File: config.mk
export PLATFORM = sky130hd
export DESIGN_NAME = if_stage_flat
export DESIGN_NICKNAME = d
export VERILOG_FILES = /design/src/rtl/if_stage_pkg.sv /design/src/rtl/if_stage_if.sv /design/src/rtl/if_stage_ifid_reg.sv /design/src/rtl/if_stage.sv /design/src/flat_wrapper.sv
export SDC_FILE = /design/constraint.sdc
export NUM_CORES = 1
export LEC_CHECK = 0
export CAP_MARGIN = 20
export CORE_MARGIN = 2
export CORE_UTILIZATION = 40
export DETAILED_ROUTE_END_ITERATION = 8
export GPL_ROUTABILITY_DRIVEN = 0
export PLACE_DENSITY_LB_ADDON = 0.25
export SYNTH_ARGS = -nofsm -noshare
export SYNTH_HDL_FRONTEND = slang
export SYNTH_SLANG_ARGS = --single-unit
export TNS_END_PERCENT = 100
File: constraint.sdc
create_clock -name clk -period 2.1 [get_ports clk]
set_clock_uncertainty 0.2 [all_clocks]
set_input_delay 0.21 -clock clk [delete_from_list [all_inputs] [get_ports clk]]
set_output_delay 0.21 -clock clk [all_outputs]
set_load 0.02 [all_outputs]
File: src/rtl/if_stage_pkg.sv
// Shared definitions for the instruction-fetch stage.
//   - Default vector addresses (reset, interrupt, exception entry points)
//   - NOP_INSTR: the instruction word presented in an IF/ID bubble
//   - redir_e: per-cycle PC/IF-IF/ID update selection, highest priority first
//   - pc_increment(): sequential PC step that keeps the supervisor bit
package if_stage_pkg;

    localparam logic [31:0] DEF_RESET_VEC = 32'h8000_0000;
    localparam logic [31:0] DEF_IRQ_VEC   = 32'h8000_0004;
    localparam logic [31:0] DEF_EXC_VEC   = 32'h8000_0008;
    localparam logic [31:0] NOP_INSTR     = 32'h0000_0000;

    typedef enum logic [2:0] {
        REDIR_NONE = 3'd0,  // sequential fetch
        REDIR_BR   = 3'd1,  // taken branch from EX
        REDIR_EXC  = 3'd2,  // undefined instruction in ID
        REDIR_IRQ  = 3'd3,  // interrupt accepted
        REDIR_HOLD = 3'd4,  // load-use stall
        REDIR_JMP  = 3'd5   // jump resolved in ID
    } redir_e;

    // Bit 31 selects supervisor space and is never carried into; the
    // remaining 31 bits wrap on their own.
    function automatic logic [31:0] pc_increment(input logic [31:0] pc);
        return {pc[31], pc[30:0] + 31'd4};
    endfunction

endpackage

File: src/rtl/if_stage_if.sv
// Fetch-stage bus bundle: instruction-memory port plus the IF/ID register
// outputs consumed by decode and the hazard/branch logic.
//   master (if_stage): drives imem_addr and ifid_*, reads imem_rdata
//   slave  (memory/decode side): the mirror image
interface if_stage_if;
    logic [31:0] imem_addr;
    logic [31:0] imem_rdata;
    logic [31:0] ifid_instr;
    logic [31:0] ifid_pc4;
    logic        ifid_valid;
    logic        ifid_irq;

    modport master (
        output imem_addr,
        input  imem_rdata,
        output ifid_instr,
        output ifid_pc4,
        output ifid_valid,
        output ifid_irq
    );

    modport slave (
        input  imem_addr,
        output imem_rdata,
        input  ifid_instr,
        input  ifid_pc4,
        input  ifid_valid,
        input  ifid_irq
    );
endinterface

File: src/rtl/if_stage_ifid_reg.sv
// IF/ID pipeline register.
// Ports:
//   clk, reset     clock, synchronous active-high reset
//   hold           keep every field unchanged (takes precedence over load)
//   bubble         load a NOP with valid=0 instead of the fetched word
//   irq_tag        with bubble: mark it as an interrupt bubble and load pc4_in
//                  (the return address); otherwise pc4 is left untouched
//   instr_in       fetched instruction
//   pc4_in         PC+4 of instr_in, or the return address for irq bubbles
//   instr/pc4/valid/irq   registered outputs
import if_stage_pkg::*;

module if_stage_ifid_reg (
    input  logic        clk,
    input  logic        reset,
    input  logic        hold,
    input  logic        bubble,
    input  logic        irq_tag,
    input  logic [31:0] instr_in,
    input  logic [31:0] pc4_in,
    output logic [31:0] instr,
    output logic [31:0] pc4,
    output logic        valid,
    output logic        irq
);

    logic [31:0] instr_reg;
    logic [31:0] pc4_reg;
    logic        valid_reg;
    logic        irq_reg;

    always_ff @(posedge clk) begin
        if (reset) begin
            instr_reg <= NOP_INSTR;
            pc4_reg   <= 32'h0;
            valid_reg <= 1'b0;
            irq_reg   <= 1'b0;
        end else if (!hold) begin
            if (bubble) begin
                instr_reg <= NOP_INSTR;
                valid_reg <= 1'b0;
                irq_reg   <= irq_tag;
                if (irq_tag) begin
                    pc4_reg <= pc4_in;
                end
            end else begin
                instr_reg <= instr_in;
                pc4_reg   <= pc4_in;
                valid_reg <= 1'b1;
                irq_reg   <= 1'b0;
            end
        end
    end

    assign instr = instr_reg;
    assign pc4   = pc4_reg;
    assign valid = valid_reg;
    assign irq   = irq_reg;

endmodule

File: src/rtl/if_stage.sv
// Instruction-fetch front end: PC register, redirect priority and the IF/ID
// register (sub-module if_stage_ifid_reg).
// Ports:
//   clk, reset                    clock, synchronous active-high reset
//   stall                         load-use hold from the hazard unit
//   id_jump, id_jump_target       jump resolved in ID
//   ex_branch, ex_branch_target   taken branch resolved in EX
//   id_exc                        undefined instruction detected in ID
//   irq                           level interrupt request
//   bus (if_stage_if.master)      imem_addr/imem_rdata and ifid_* outputs
//   irq_taken                     one-cycle pulse when an interrupt is accepted
// Optional build macro IF_PERF_CNT_EN adds perf_fetch, perf_stall and
// perf_flush 32-bit wrapping event counters.
import if_stage_pkg::*;

module if_stage #(
    parameter logic [31:0] RESET_VEC = DEF_RESET_VEC,
    parameter logic [31:0] IRQ_VEC   = DEF_IRQ_VEC,
    parameter logic [31:0] EXC_VEC   = DEF_EXC_VEC
) (
    input  logic         clk,
    input  logic         reset,
    input  logic         stall,
    input  logic         id_jump,
    input  logic [31:0]  id_jump_target,
    input  logic         ex_branch,
    input  logic [31:0]  ex_branch_target,
    input  logic         id_exc,
    input  logic         irq,
    if_stage_if.master   bus,
`ifdef IF_PERF_CNT_EN
    output logic [31:0]  perf_fetch,
    output logic [31:0]  perf_stall,
    output logic [31:0]  perf_flush,
`endif
    output logic         irq_taken
);

    redir_e      redir_sel;
    logic [31:0] pc_reg;
    logic [31:0] pc_next;
    logic [31:0] pc_inc;
    logic        irq_pend_reg;
    logic        irq_pend_next;
    logic        irq_taken_reg;
    logic        irq_accept;

    assign pc_inc = pc_increment(pc_reg);

    // Redirect priority. The branch beats everything because the ID-stage
    // instruction (and any jump/exception it raised) is on the wrong path.
    // Interrupts are only taken from user space and never while stalled.
    always_comb begin
        redir_sel = REDIR_NONE;
        pc_next   = pc_inc;
        if (ex_branch) begin
            redir_sel = REDIR_BR;
            pc_next   = ex_branch_target;
        end else if (id_exc) begin
            redir_sel = REDIR_EXC;
            pc_next   = EXC_VEC;
        end else if (irq_pend_reg && !pc_reg[31] && !stall) begin
            redir_sel = REDIR_IRQ;
            pc_next   = IRQ_VEC;
        end else if (stall) begin
            redir_sel = REDIR_HOLD;
            pc_next   = pc_reg;
        end else if (id_jump) begin
            redir_sel = REDIR_JMP;
            pc_next   = id_jump_target;
        end
    end

    assign irq_accept    = (redir_sel == REDIR_IRQ);
    assign irq_pend_next = irq_accept ? 1'b0 : (irq_pend_reg | irq);

    always_ff @(posedge clk) begin
        if (reset) begin
            pc_reg        <= RESET_VEC;
            irq_pend_reg  <= 1'b0;
            irq_taken_reg <= 1'b0;
        end else begin
            pc_reg        <= pc_next;
            irq_pend_reg  <= irq_pend_next;
            irq_taken_reg <= irq_accept;
        end
    end

    // The interrupt bubble carries the address of the discarded fetch so
    // that decode can save it as the return address.
    if_stage_ifid_reg u_ifid_reg (
        .clk      (clk),
        .reset    (reset),
        .hold     (redir_sel == REDIR_HOLD),
        .bubble   (redir_sel inside {REDIR_BR, REDIR_EXC, REDIR_IRQ, REDIR_JMP}),
        .irq_tag  (irq_accept),
        .instr_in (bus.imem_rdata),
        .pc4_in   (irq_accept ? pc_reg : pc_inc),
        .instr    (bus.ifid_instr),
        .pc4      (bus.ifid_pc4),
        .valid    (bus.ifid_valid),
        .irq      (bus.ifid_irq)
    );

    assign bus.imem_addr = pc_reg;
    assign irq_taken     = irq_taken_reg;

`ifdef IF_PERF_CNT_EN
    // Event 0: valid load, 1: hold, 2: redirect bubble.
    logic [2:0]  perf_evt;
    logic [31:0] perf_cnt_reg [3];

    assign perf_evt[0] = (redir_sel == REDIR_NONE);
    assign perf_evt[1] = (redir_sel == REDIR_HOLD);
    assign perf_evt[2] = (redir_sel inside {REDIR_BR, REDIR_EXC, REDIR_IRQ, REDIR_JMP});

    genvar gi;
    generate
        for (gi = 0; gi < 3; gi++) begin : g_perf
            always_ff @(posedge clk) begin
                if (reset) begin
                    perf_cnt_reg[gi] <= 32'h0;
                end else if (perf_evt[gi]) begin
                    perf_cnt_reg[gi] <= perf_cnt_reg[gi] + 32'd1;
                end
            end
        end
    endgenerate

    assign perf_fetch = perf_cnt_reg[0];
    assign perf_stall = perf_cnt_reg[1];
    assign perf_flush = perf_cnt_reg[2];
`endif

endmodule

File: src/flat_wrapper.sv
// flat-port wrapper written by rule: the top's interface ports become plain ports
module if_stage_flat 
#(
    parameter logic [31:0] RESET_VEC = DEF_RESET_VEC,
    parameter logic [31:0] IRQ_VEC   = DEF_IRQ_VEC,
    parameter logic [31:0] EXC_VEC   = DEF_EXC_VEC
)
  (clk, reset, stall, id_jump, id_jump_target, ex_branch, ex_branch_target, id_exc, irq, irq_taken, bus_imem_addr, bus_imem_rdata, bus_ifid_instr, bus_ifid_pc4, bus_ifid_valid, bus_ifid_irq);
  if_stage_if bus_i ();
  input  logic clk;
  input  logic reset;
  input  logic stall;
  input  logic id_jump;
  input  logic [31:0] id_jump_target;
  input  logic ex_branch;
  input  logic [31:0] ex_branch_target;
  input  logic id_exc;
  input  logic irq;
  output logic irq_taken;
  output wire logic [$bits(bus_i.imem_addr)-1:0] bus_imem_addr;
  input wire logic [$bits(bus_i.imem_rdata)-1:0] bus_imem_rdata;
  output wire logic [$bits(bus_i.ifid_instr)-1:0] bus_ifid_instr;
  output wire logic [$bits(bus_i.ifid_pc4)-1:0] bus_ifid_pc4;
  output wire logic [$bits(bus_i.ifid_valid)-1:0] bus_ifid_valid;
  output wire logic [$bits(bus_i.ifid_irq)-1:0] bus_ifid_irq;
  assign bus_imem_addr = bus_i.imem_addr;
  assign bus_i.imem_rdata = bus_imem_rdata;
  assign bus_ifid_instr = bus_i.ifid_instr;
  assign bus_ifid_pc4 = bus_i.ifid_pc4;
  assign bus_ifid_valid = bus_i.ifid_valid;
  assign bus_ifid_irq = bus_i.ifid_irq;
  if_stage #(.RESET_VEC(RESET_VEC), .IRQ_VEC(IRQ_VEC), .EXC_VEC(EXC_VEC)) u_core (.clk(clk), .reset(reset), .stall(stall), .id_jump(id_jump), .id_jump_target(id_jump_target), .ex_branch(ex_branch), .ex_branch_target(ex_branch_target), .id_exc(id_exc), .irq(irq), .bus(bus_i), .irq_taken(irq_taken));
endmodule
==> summary.md, run 1 <==
| Metric | Value |
|---|---|
| Startpoint Class | `flip-flop` |
| Root Buffer | `clkbuf_16` |
| Switching Power | `1.269 mW` |
| RSZ-0062 raised after global routing | `true` |
| Worst slew pin tran | `0.5926 ns` |
| GRT overflow | `0` |
| Row count | `41` |
| Critical path required time | `2.18 ns` |
| Arrival time at the worst endpoint | `2.20 ns` |
| Hold_sp | `ex_branch_target[18]` |
| Synth unique cells | `64` |
| Setup violators final | `2` |
| First-pass GRT wire length | `31680 um` |
| Most common flop cell mapped by yosys | `dfxtp_1` |
| Largest net degree at the start of global routing | `33` |
| Fillers | `1003` |
| Port Buffers | `201` |
| Clock Power Share | `36.6%` |
| CP max-delay cell | `dfxtp_4` |
| Yosys top cell by area | `dfxtp_1` |
| Total number of vias | `6411` |
| Synth async-reset ratio | `0%` |
| FF-to-FF Start | `u_core.bus.imem_addr[2]` |
| Initial antenna violation count | `0` |
| Antenna cell count | `0` |
| Reg2reg setup slack | `-0.02 ns` |
| Cells after synthesis | `662` |
| Worst Hold Class | `in2reg` |
| Cell Pwr Density | `548.8 nW/um^2` |
| R2R cell count | `7` |
| Final hold vios | `0` |
| Final ANT Viol Nets | `0` |
| Share of post-route cells with drive strength above 1 | `18.80%` |
| Combinational power share | `20.2%` |
| Hold Path Sink | `u_core.bus.imem_addr[18]` |
| Post-synth EDFFs | `0` |
| Layout area overhead | `62.93%` |
| Fin crit share | `101.1%` |
| Clk slew on worst S/H paths | `0.07 ns` |
| Setup TNS | `-0.03538 ns` |
| Post-route setup slack | `-0.02366 ns` |
| Avg Vias per Cell | `5.871` |
| Clk buf depth | `2` |
| Maximum vdd drop | `0.4411 mV` |
| Detailed Place HPWL | `14870 um` |
| Die Span X | `118.4 um` |
| # IOs | `202` |
| Max-slew headroom | `60.35%` |
| Initial DRC Count | `688` |
| Register bit total from synthesis | `100` |
| Violated checks | `negative setup slack` |
| Total die area | `14010 sq um` |
| Vias in the first global route | `6246` |
| Worst-Skew Late Latency | `0.35 ns` |
| Cell Area, Synth | `5231 sq um` |
| Seq/Total Area, Yosys | `38.27%` |
| Global Route met2 Usage | `47.04%` |
| GR Layer Usage met1 | `33.21%` |
| Max Slew Vio Count | `0` |
| Hold Path Depth | `3` |
| Max Cap Viol | `0` |
| Sw Ratio | `27.13%` |
| CTS HTree Levels | `3` |
| Non-Filler Instances | `1092` |
| Int Power | `3.409 mW` |
| Gr usage total | `27.81%` |
| Crit-path max FO | `7` |
| Ranking of synthesized cells by area | `dfxtp_1, a22oi_1, a21oi_1` |
| Static leakage | `3.204 nW` |
| Initial Util | `41.29%` |
| Die Ht | `118.4 um` |
| DR WL/cell | `18.78 um` |
| Minimum clock period | `2.124 ns` |
| Ordered list of cells on the worst path | `ha_4, nand4_1, nor3_4, buf_12, nand3_2, or3_4, a31oi_4` |
| Worst setup path class | `reg2reg` |
| Total Nets Final | `1019` |
| Syn Nets | `766` |
| Core Area | `12670 sq um` |
| Total placed cells including tap cells | `1060` |
| Pre-antenna DRT Iters | `7` |
| Met3 Use GR | `7.770%` |
| DR DRC count | `0` |
| Flop pwr share | `43.2%` |
| Yosys Warn Count | `0` |
| Final core occ | `67.27%` |
| CP Capture Type | `flip-flop` |
| CTS tree | `done` |
| Crit-path max cell delay | `0.38 ns` |
| Status | `finished, violations left` |
| CTS sink count | `100` |
| Final WL | `20510 um` |
| Yosys top cell area share | `38.27%` |
| Top achievable clock speed | `0.4709 GHz` |
| Global-route layer with the greatest usage | `met2` |
| Worst R2R End | `u_core.u_ifid_reg.pc4[28]` |
| Total CTS buffers | `9` |
| Place WS | `-0.2267 ns` |
| Syn Area/Cell | `7.902 sq um` |
synth_stat cells, types with 6 or more instances:
| library cell | n |
|---|---|
| a211oi_1 | 13 |
| a21o_1 | 8 |
| a21oi_1 | 65 |
| a221oi_1 | 10 |
| a22oi_1 | 44 |
| a31oi_1 | 22 |
| and3_1 | 9 |
| and4_1 | 6 |
| buf_2 | 23 |
| clkbuf_1 | 39 |
| dfxtp_1 | 100 |
| inv_1 | 13 |
| nand2_1 | 39 |
| nand2b_1 | 7 |
| nand3_1 | 15 |
| nand4_1 | 16 |
| nor2_1 | 77 |
| nor3_1 | 16 |
| nor4_1 | 7 |
| o21a_1 | 6 |
| o21ai_0 | 37 |
| or3_1 | 6 |
| xnor2_1 | 7 |
layout by cell type, fill, tap and decap left out, types with 11 or more instances in the layout:
| cell type | n |
|---|---|
| clkdlybuf4s50_1 | 200 |
| o21ai_0 | 32 |
| nand4_1 | 16 |
| dfxtp_2 | 11 |
| nand2_1 | 38 |
| dfxtp_1 | 87 |
| a31oi_1 | 21 |
| a21oi_1 | 64 |
| inv_1 | 13 |
| nor2_1 | 76 |
| buf_4 | 102 |
| nand3_1 | 12 |
| nor3_1 | 14 |
| a22oi_1 | 44 |
| a211oi_1 | 13 |
worst max path at each step:
stage                                   from                   endpoint
floorplan            u_core.bus.imem_addr[2]   u_core.bus.imem_addr[30]
global placement                       stall   u_core.bus.imem_addr[12]
detailed placement                     stall   u_core.bus.imem_addr[12]
CTS                 u_core.bus.imem_addr[31]   u_core.bus.imem_addr[12]
global route         u_core.bus.imem_addr[2]  u_core.u_ifid_reg.pc4[28]
finish               u_core.bus.imem_addr[2]  u_core.u_ifid_reg.pc4[28]
per-layer routing:
| layer | wire length [um] | vias to the layer above |
|---|---|---|
| met1 | 8092 | 3017 |
| met3 | 2114 | 50 |
| li1 | - | 2968 |
| met4 | 579 | 0 |
| met5 | 0 | - |
| met2 | 9719 | 376 |
area by class of cell:
| class | count | area [sq um] | area share (%) |
|---|---|---|---|
| multi-input combinational | 478 | 2975 | 34.91 |
| timing repair buffer | 312 | 2954 | 34.66 |
| sequential | 100 | 2023 | 23.74 |
| clock buffer | 10 | 239.0 | 2.804 |
| tap | 172 | 215.2 | 2.525 |
| clock inverter | 6 | 63.81 | 0.7487 |
| inverter | 14 | 52.55 | 0.6166 |
power by group through the flow:
stage	Combinational [mW]	Sequential [mW]	Clock, mW
global placement	0.901	2.06	0
CTS	0.927	2.02	1.72
finish	0.944	2.02	1.71
detailed placement	0.919	2.06	0
global route	1.01	2.03	1.79
floorplan	0.337	2.13	0
cells by family after synthesis:
group / after synthesis / synth area share, %
AOI/OAI and AO/OA: 246 / 30.76
and+or+nand+nor: 216 / 21.00
DFF: 100 / 38.27
buffers and inverters: 84 / 7.080
xor gates and xnor gates: 11 / 1.842
muxes: 4 / 0.8132
adders and majority gates: 1 / 0.2391
metrics by stage:
| stage | area (sq um) | total power [mW] | hold WS (ns) |
|---|---|---|---|
| floorplan | 5276 | 2.462 | 0.1512 |
| global placement | 7981 | 2.961 | 0.2422 |
| detailed placement | 7981 | 2.981 | 0.2523 |
| CTS | 8305 | 4.668 | 0.2290 |
| global route | 8523 | 4.823 | 0.2431 |
| finish | 8523 | 4.677 | 0.2367 |
repair_timing:
action,in CTS,in global routing
resized for setup,2,22
hold endpoints to repair,5,0
setup buffers,0,14
pin swaps,1,14
cloned,0,1
hold buffers,1,0
setup endpoints to repair,4,15
critical path: cells and delay by family (launching register included):
kind	cells	cell delay, ns
adders and majority gates	1	0.17
and+or+nand+nor	4	0.99
buffers and inverters	1	0.17
DFF	1	0.38
AOI/OAI and AO/OA	1	0.14
No activity file was read; power rests on OpenSTA's default activity.
==> run 2, diff against run 1 <==
Settings changed: CORE_MARGIN 2 to unset, REMOVE_ABC_BUFFERS set to 1.
==> summary.md, run 2 (same netlist as run 1, synthesis figures left out) <==
| Metric | Value |
|---|---|
| Cell Pwr Density | `542.0 nW/um^2 (-1.2%)` |
| Total CTS buffers | `9 (unchanged)` |
| Hold Path Depth | `3 (unchanged)` |
| Dpl cell area | `7966 sq um (-0.19%)` |
| Final core occ | `66.43% (-0.84 points)` |
| DR DRC count | `0 (unchanged)` |
| Ordered list of cells on the worst path | `nand4_1, nor4_4, buf_12, nand3_4, or3b_1, a31o_1` |
| Initial Util | `41.29% (unchanged)` |
| Most frequent cells in the layout | `clkdlybuf4s50_1, dfxtp_1, buf_4` |
| Arrival time at the worst endpoint | `2.14 ns (-0.06 ns)` |
| Fin crit share | `99.38% (-1.7 points)` |
| RSZ-0062 raised after global routing | `true` |
| CP top delay family | `simple AND/OR/NAND/NOR gates` |
| Final instance area | `8417 sq um (-1.2%)` |
| Crit-path max FO | `8 (+1)` |
| Max Slew Vio Count | `0 (unchanged)` |
| Max-slew headroom | `62.44% (+2.1 points)` |
| Crit path depth | `6 (-1)` |
| Largest net degree at the start of global routing | `31 (-6.1%)` |
| Worst slew pin tran | `0.5634 ns (-0.02925 ns)` |
| Minimum clock period | `2.087 ns (-0.03668 ns)` |
| Row count | `41 (unchanged)` |
| Clk slew on worst S/H paths | `0.07 ns (about the same)` |
| Die Ht | `116.4 um (-1.7%)` |
| CTS HTree Levels | `3 (unchanged)` |
| CTS sink count | `100 (unchanged)` |
| Antenna cell count | `0 (unchanged)` |
| Post-route setup slack | `0.01302 ns (+0.03668 ns)` |
| Leading cell type in the layout, fill and taps excluded | `clkdlybuf4s50_1` |
| Layout area overhead | `60.89%` |
| Detailed Place HPWL | `14550 um (-2.1%)` |
| Place WS | `-0.2118 ns (+0.01496 ns)` |
| Avg Vias per Cell | `5.877 (+0.11%)` |
| Share of post-route cells with drive strength above 1 | `17.03% (-1.8 points)` |
| CP max-delay cell | `nor4_4` |
| Static leakage | `3.161 nW (-1.4%)` |
| Vias in the first global route | `6276 (+0.48%)` |
| Root Buffer | `clkbuf_16` |
| Worst Hold Class | `in2reg` |
| Top achievable clock speed | `0.4792 GHz (+1.8%)` |
| Max Cap Viol | `0 (unchanged)` |
| Worst setup path class | `reg2reg` |
| Final ANT Viol Nets | `0 (unchanged)` |
| CP Capture Type | `flip-flop` |
| Total number of vias | `6359 (-0.81%)` |
| Total Nets Final | `1010 (-0.88%)` |
| Setup TNS | `0 ns (+0.03538 ns)` |
| Crit-path max cell delay | `0.38 ns (about the same)` |
| Clk buf depth | `2 (unchanged)` |
| GRT overflow | `0 (unchanged)` |
| Port Buffers | `201 (unchanged)` |
| Core Area | `12670 sq um (unchanged)` |
| Gr usage total | `29.70% (+1.9 points)` |
| Status | `finished, final reports clean` |
| Maximum vdd drop | `0.4348 mV (-1.4%)` |
| CTS tree | `done` |
| Startpoint Class | `flip-flop` |
| R2R cell count | `6 (-1)` |
| Die Span X | `116.4 um (-1.7%)` |
| Initial antenna violation count | `0 (unchanged)` |
| Total die area | `13540 sq um (-3.4%)` |
| Final WL | `19900 um (-3.0%)` |
| Worst-Skew Late Latency | `0.35 ns (about the same)` |
| Critical path required time | `2.15 ns (-0.03 ns)` |
| Final hold vios | `0 (unchanged)` |
| Pre-antenna DRT Iters | `5 (-2)` |
| First-pass GRT wire length | `31040 um (-2.0%)` |
| DR WL/cell | `18.39 um (-2.1%)` |
| Setup violators final | `0 (-2)` |
| Initial DRC Count | `685 (-0.44%)` |
| Buffers plus inverters on the worst setup path | `1 (unchanged)` |
| # IOs | `202 (unchanged)` |
[run 2: cell count changes in the layout (fill, tap and decap cells not counted), moves of 3 or more]
cell,change
buf_4,-11
dfxtp_1,+7
dfxtp_2,-5
o21ai_0,+4
buf_12,+3
o21ai_1,-3
[run 2: worst paths after layout]
| path | startpoint | end | slack (ns) |
|---|---|---|---|
| worst max-delay path | u_core.bus.imem_addr[20] | u_core.bus.imem_addr[29] | 0.01 |
| worst min-delay path | irq | u_core.irq_pend_reg | 0.26 |
| worst max register to register | u_core.bus.imem_addr[20] | u_core.bus.imem_addr[29] | 0.01 |
| worst min register to register | u_core.u_ifid_reg.pc4[3] | u_core.u_ifid_reg.pc4[3] | 0.26 |
[run 2: metal layers]
layer | wire length (um) | track usage (%)
met5 | 0 | 0
met4 | 639 | 15.64
met3 | 2022 | 7.940
met2 | 9373 | 50.22
met1 | 7866 | 34.32
[run 2: worst register-to-register path: cells and delay by family, from the launching register on]
| family | cells | cell delay [ns] |
|---|---|---|
| and+or+nand+nor | 4 | 1.06 |
| DFF | 1 | 0.34 |
| AOI/OAI and AO/OA | 1 | 0.21 |
| buffers and inverters | 1 | 0.18 |
[run 2: area by class of cell]
class	instances	area, sq um
fill	1047	4254
multi-input combinational	478	2942
timing repair buffer	303	2920
sequential	100	2009
clock buffer	11	252.7
tap	172	215.2
inverter	14	52.55
clock inverter	4	25.02
[run 2: power breakdown]
| group | internal [mW] | switching, mW |
|---|---|---|
| Combinational | 0.492 | 0.461 |
| Clock | 0.859 | 0.739 |
| Sequential | 1.96 | 0.0515 |
[run 2: metrics by stage]
step	power (mW)	hold WS (ns)	std cells
after floorplan	2.384	0.07907	592
after global placement	2.957	0.2422	1058
after detailed placement	2.976	0.2545	1058
after CTS	4.559	0.2490	1077
after global routing	4.742	0.2805	1082
final	4.562	0.2552	1082
[run 2: repair_timing]
action / CTS / global route
gates resized for setup: 4 / 21
pin swaps: 2 / 8
setup buffers: 3 / 4
cloned: 0 / 1
endpoints found under the hold margin: 7 / 0
hold buffers: 1 / 0
setup endpoints to repair: 2 / 13
